<file path="config.mk">
export PLATFORM = sky130hd
export DESIGN_NAME = uart_reg_responder
export DESIGN_NICKNAME = d
export VERILOG_FILES = /design/src/rtl/uart_reg_responder.sv
export SDC_FILE = /design/constraint.sdc
export NUM_CORES = 1
export LEC_CHECK = 0
export ABC_CLOCK_PERIOD_IN_PS = 2800
export BUFFER_PORTS_ARGS = -buffer_cell sky130_fd_sc_hd__buf_2
export CAP_MARGIN = 40
export CORE_AREA = 2 2 76 78
export DETAILED_ROUTE_END_ITERATION = 12
export DIE_AREA = 0 0 78 80
export GPL_ROUTABILITY_DRIVEN = 0
export PLACE_DENSITY_LB_ADDON = 0.15
export SETUP_SLACK_MARGIN = 0.5
export SLEW_MARGIN = 20
export SYNTH_ARGS = -nofsm -noshare
export SYNTH_HDL_FRONTEND = slang
export SYNTH_SLANG_ARGS = --single-unit
</file>
<file path="constraint.sdc">
create_clock -name clk -period 2.8 [get_ports clk]
set_input_delay 0.56 -clock clk [delete_from_list [all_inputs] [get_ports clk]]
set_output_delay 0.56 -clock clk [all_outputs]
set_load 0.005 [all_outputs]
</file>
<file path="src/rtl/uart_reg_responder.sv">
// UART command responder: decodes 'W' addr data / 'R' addr byte streams from an RX FIFO,
// drives a simple register port and pushes a one-byte reply into the TX FIFO.
module uart_reg_responder #(
  parameter int unsigned Data_width     = 8,
  parameter int unsigned Num_regs       = 16,
  parameter int unsigned Timeout_cycles = 65535,
  parameter int unsigned tmo_width      = 16
) (
  input  logic                  clk,
  input  logic                  Reset,
  input  logic                  rx_empty,
  input  logic [Data_width-1:0] r_data,
  output logic                  rd_uart,
  input  logic                  tx_full,
  output logic                  wr_uart,
  output logic [Data_width-1:0] w_data,
  output logic                  reg_wr,
  output logic                  reg_rd,
  output logic [Data_width-1:0] reg_addr,
  output logic [Data_width-1:0] reg_wdata,
  input  logic [Data_width-1:0] reg_rdata,
  output logic                  busy,
  output logic [7:0]            err_count
);

  localparam logic [2:0] StIdle      = 3'd0;
  localparam logic [2:0] StGetAddr   = 3'd1;
  localparam logic [2:0] StGetData   = 3'd2;
  localparam logic [2:0] StRegWrite  = 3'd3;
  localparam logic [2:0] StRegRead   = 3'd4;
  localparam logic [2:0] StReadWait  = 3'd5;
  localparam logic [2:0] StSend      = 3'd6;

  localparam logic [Data_width-1:0] CmdWrite = Data_width'(8'h57);
  localparam logic [Data_width-1:0] CmdRead  = Data_width'(8'h52);
  localparam logic [Data_width-1:0] RspAck   = Data_width'(8'h4B);
  localparam logic [Data_width-1:0] RspNak   = Data_width'(8'h3F);
  localparam logic [tmo_width-1:0]  TmoLast  = tmo_width'(Timeout_cycles - 1);

  logic [2:0]            state_q, state_d;
  logic [Data_width-1:0] addr_q, addr_d;
  logic [Data_width-1:0] wdata_q, wdata_d;
  logic [Data_width-1:0] reply_q, reply_d;
  logic                  is_wr_q, is_wr_d;
  logic [tmo_width-1:0]  tmo_q, tmo_d;
  logic [7:0]            err_q, err_d;
  logic                  run_q;
  logic                  err_inc;

  function automatic logic addr_ok(input logic [Data_width-1:0] a);
    return 32'(a) < Num_regs;
  endfunction

  always_comb begin
    state_d = state_q;
    addr_d  = addr_q;
    wdata_d = wdata_q;
    reply_d = reply_q;
    is_wr_d = is_wr_q;
    tmo_d   = tmo_q;
    err_inc = 1'b0;
    rd_uart = 1'b0;
    wr_uart = 1'b0;
    reg_wr  = 1'b0;
    reg_rd  = 1'b0;
    case (state_q)
      StIdle: begin
        // run_q holds off the first pop until one full cycle after reset release
        if (run_q && !rx_empty) begin
          rd_uart = 1'b1;
          if (r_data == CmdWrite || r_data == CmdRead) begin
            is_wr_d = (r_data == CmdWrite);
            tmo_d   = '0;
            state_d = StGetAddr;
          end else begin
            reply_d = RspNak;
            err_inc = 1'b1;
            state_d = StSend;
          end
        end
      end
      StGetAddr: begin
        if (!rx_empty) begin
          rd_uart = 1'b1;
          addr_d  = r_data;
          if (is_wr_q) begin
            tmo_d   = '0;
            state_d = StGetData;
          end else if (addr_ok(r_data)) begin
            state_d = StRegRead;
          end else begin
            reply_d = RspNak;
            err_inc = 1'b1;
            state_d = StSend;
          end
        end else if (tmo_q == TmoLast) begin
          err_inc = 1'b1;
          state_d = StIdle;
        end else begin
          tmo_d = tmo_q + 1'b1;
        end
      end
      StGetData: begin
        if (!rx_empty) begin
          rd_uart = 1'b1;
          wdata_d = r_data;
          if (addr_ok(addr_q)) begin
            state_d = StRegWrite;
          end else begin
            reply_d = RspNak;
            err_inc = 1'b1;
            state_d = StSend;
          end
        end else if (tmo_q == TmoLast) begin
          err_inc = 1'b1;
          state_d = StIdle;
        end else begin
          tmo_d = tmo_q + 1'b1;
        end
      end
      StRegWrite: begin
        reg_wr  = 1'b1;
        reply_d = RspAck;
        state_d = StSend;
      end
      StRegRead: begin
        reg_rd  = 1'b1;
        state_d = StReadWait;
      end
      StReadWait: begin
        reply_d = reg_rdata;
        state_d = StSend;
      end
      StSend: begin
        if (!tx_full) begin
          wr_uart = 1'b1;
          state_d = StIdle;
        end
      end
      default: state_d = StIdle;
    endcase
  end

  always_comb begin
    err_d = err_q;
    if (err_inc && err_q != 8'hFF) begin
      err_d = err_q + 8'd1;
    end
  end

  always_ff @(posedge clk) begin
    if (!Reset) begin
      state_q <= StIdle;
      addr_q  <= '0;
      wdata_q <= '0;
      reply_q <= '0;
      is_wr_q <= 1'b0;
      tmo_q   <= '0;
      err_q   <= '0;
      run_q   <= 1'b0;
    end else begin
      state_q <= state_d;
      addr_q  <= addr_d;
      wdata_q <= wdata_d;
      reply_q <= reply_d;
      is_wr_q <= is_wr_d;
      tmo_q   <= tmo_d;
      err_q   <= err_d;
      run_q   <= 1'b1;
    end
  end

  assign w_data    = reply_q;
  assign reg_addr  = addr_q;
  assign reg_wdata = wdata_q;
  assign busy      = (state_q != StIdle);
  assign err_count = err_q;

endmodule

</file>
==> metrics <==
dpl cells=471; CTS tree=yes; Max Slew Vio Count=0; Top FF cell, synth=dfxtp_1; endpoint class of the critical path=register; CP Data Arrival Time=2430 ps; number of flops mapped to enable cells by yosys=0; placed instance area=3209 um^2; Clock Tree Buf Depth=2; Root Driver=clkbuf_8; Least-Margin Pin Slew=789.8 ps; area grow syn2layout=15.55%; Worst-Skew Late Latency=310 ps; Layout Cells excl Fill=479; cell accounting for the most synthesized area=dfxtp_1; syn_nets=379; Setup CP Type=in2reg; grt total ovfl=0; status=completed; ANT nets after route=0; worst-path cell chain=buf_2, and4b_1, nand3_2, a221o_2, or4_1, a21oi_1; Clock power frac=21.1%; clock-pin transition on the worst setup and hold timing paths=100 ps; Boundary Pins=57; sequential share of power=43.6%; RSZ-0062 raised after global routing=yes; Syn Area/Cell=8.045 um^2; initial drt markers=206; final setup skew=6.120 ps; Initial Util=52.99%; final worst slack=616.1 ps; VDD IR max=0.0003718 V; drt drc=0; synthesized area=2864 um^2; First-pass DRT Iterations=4; Final Hold Viols=0; global-route wire length before repair=12.10 mm; combinational share of power=35.2%; Final Critical Period=2184 ps; DR vias/cell=5.825; fill count=506; fin util=61.23%; H-tree depth=2; sequential area share after synthesis=37.05%; die area=6240 um^2; setup TNS=0 ps; setup slack at placement=184.8 ps; largest net degree at the start of global routing=33; GRT Util Overall=23.37%; Setup Buffers After CTS=0; Hold Slack=468.2 ps; Vias=2,790; vias in the first global route=2,654; Clock Sinks=53; NetSw=785.2 uW; top post-synthesis cells by count=64 x nand2_1, 53 x dfxtp_1, 19 x a21boi_0, 19 x a21oi_1, 18 x clkbuf_1; Rows=27; layout cells sized above 1=20.88%; Leakage=1.296 nW; total power=2.156 mW; max_cap viols=0; Sw Ratio=36.42%; Async SR Flop Fraction=0%; Antenna Cells=0; Crit path largest cell delay=590 ps; CP required=3040 ps; Design Area, Final=3309 um^2; count of unique library cells instantiated by Yosys=56; Post-Synthesis Cells=356; total core area=5405 um^2; dominant cells by area after synthesis=dfxtp_1 37%, nand2_1 8.4%, a21boi_0 5.0%; internal power=1.371 mW; post-DP HPWL=4.954 mm; antenna violations before repair=0; crit-path max FO=25; drt wl/cell=14.40 um; Synth warnings=0; CP max stage cell=a221o_2; Max transition margin=46.94%; Yosys top cell area share=37.05%; CP Launch Type=input pin; Fmax=457.9 MHz; NumNets Final=429; chip width=78 um; IO buf count=56; die height=80 um; flops & latches, synth=53; top-count cell post-synth=nand2_1; total CTS buffers=5; Power per Cell Area=651.5 nW/um^2; fin crit share=78.00%; setup violators final=0; WL final=6.898 mm; hold crit path type=reg2reg
## metal layers
layer / track usage [%] / vias up / wire [um]
li1: - / 1419 / -
met4: 5.088 / 0 / 56
met2: 39.05 / 72 / 3119
met3: 3.507 / 5 / 281
met5: 0 / - / 0
met1: 32.07 / 1294 / 3440
## cell type report
cell class,count,area [um^2],share of cell area [%]
inverters,4,15.01,0.4537
well taps,72,90.09,2.722
multi-input cells,277,1700,51.38
repair buffers,65,347.8,10.51
clock buffers,5,68.82,2.079
clock inverters,3,25.02,0.7561
flip-flops and latches,53,1062,32.10
## registers in the layout (all words and copies together) (netlist names)
name / flops
err_count: 8
reg_addr: 8
tmo_q: 16
run_q: 1
is_wr_q: 1
reg_wdata: 8
state_q: 3
w_data: 8
## power by group through the flow
stage	Sequential, mW	Combinational, mW	Clock [mW]
floorplan	0.922	0.546	0
global placement	0.953	0.735	0
detailed placement	0.956	0.747	0
CTS	0.940	0.756	0.471
global route	0.961	0.841	0.502
finish	0.941	0.759	0.456
## critical path, delay by kind of cell
kind / cells / cell delay (ps)
AND/OR/NAND/NOR: 3 / 1000
buffers and inverters: 1 / 110
AO/OA/AOI/OAI: 2 / 750
## worst paths after layout
path / from / endpoint / slack, ps / cells past startpoint
worst max-delay path: r_data[3] / tmo_q[14] / 620 / 6
worst min-delay path: w_data[7] / w_data[7] / 470 / 2
worst max register to register: reg_addr[4] / err_count[2] / 670 / 5
worst min register to register: w_data[7] / w_data[7] / 470 / 2
## cell usage in the layout (no fill, tap or decap), drive strengths merged, types with 7 or more instances in the layout
| master | synthesis | final |
|---|---|---|
| or4 | 9 | 9 |
| nor3 | 9 | 9 |
| nand2 | 64 | 64 |
| nor2 | 10 | 10 |
| a21oi | 19 | 19 |
| nand3 | 14 | 14 |
| a21boi | 19 | 19 |
| and3 | 7 | 7 |
| nand2b | 11 | 11 |
| dfxtp | 53 | 53 |
| nand4 | 11 | 11 |
| buf | 4 | 65 |
| nor2b | 7 | 7 |
| o21ai | 12 | 12 |
| mux2i | 8 | 8 |
## kinds of logic after synthesis
group | share of synthesized area [%]
flip-flops | 37.05
AO/OA/AOI/OAI | 22.54
XOR/XNOR | 0.6117
buffers and inverters | 3.757
AND/OR/NAND/NOR | 31.94
multiplexers | 2.796
adder cells (fa/ha/maj) | 1.311
## what timing repair did
| item | in CTS | in global routing |
|---|---|---|
| hold buffers | 0 | 0 |
| gates cloned | 0 | 0 |
| setup endpoints to repair | 6 | 10 |
| resized for setup | 1 | 3 |
| pin swaps | 0 | 1 |
Note: power is estimated with default switching activity, not from simulation.
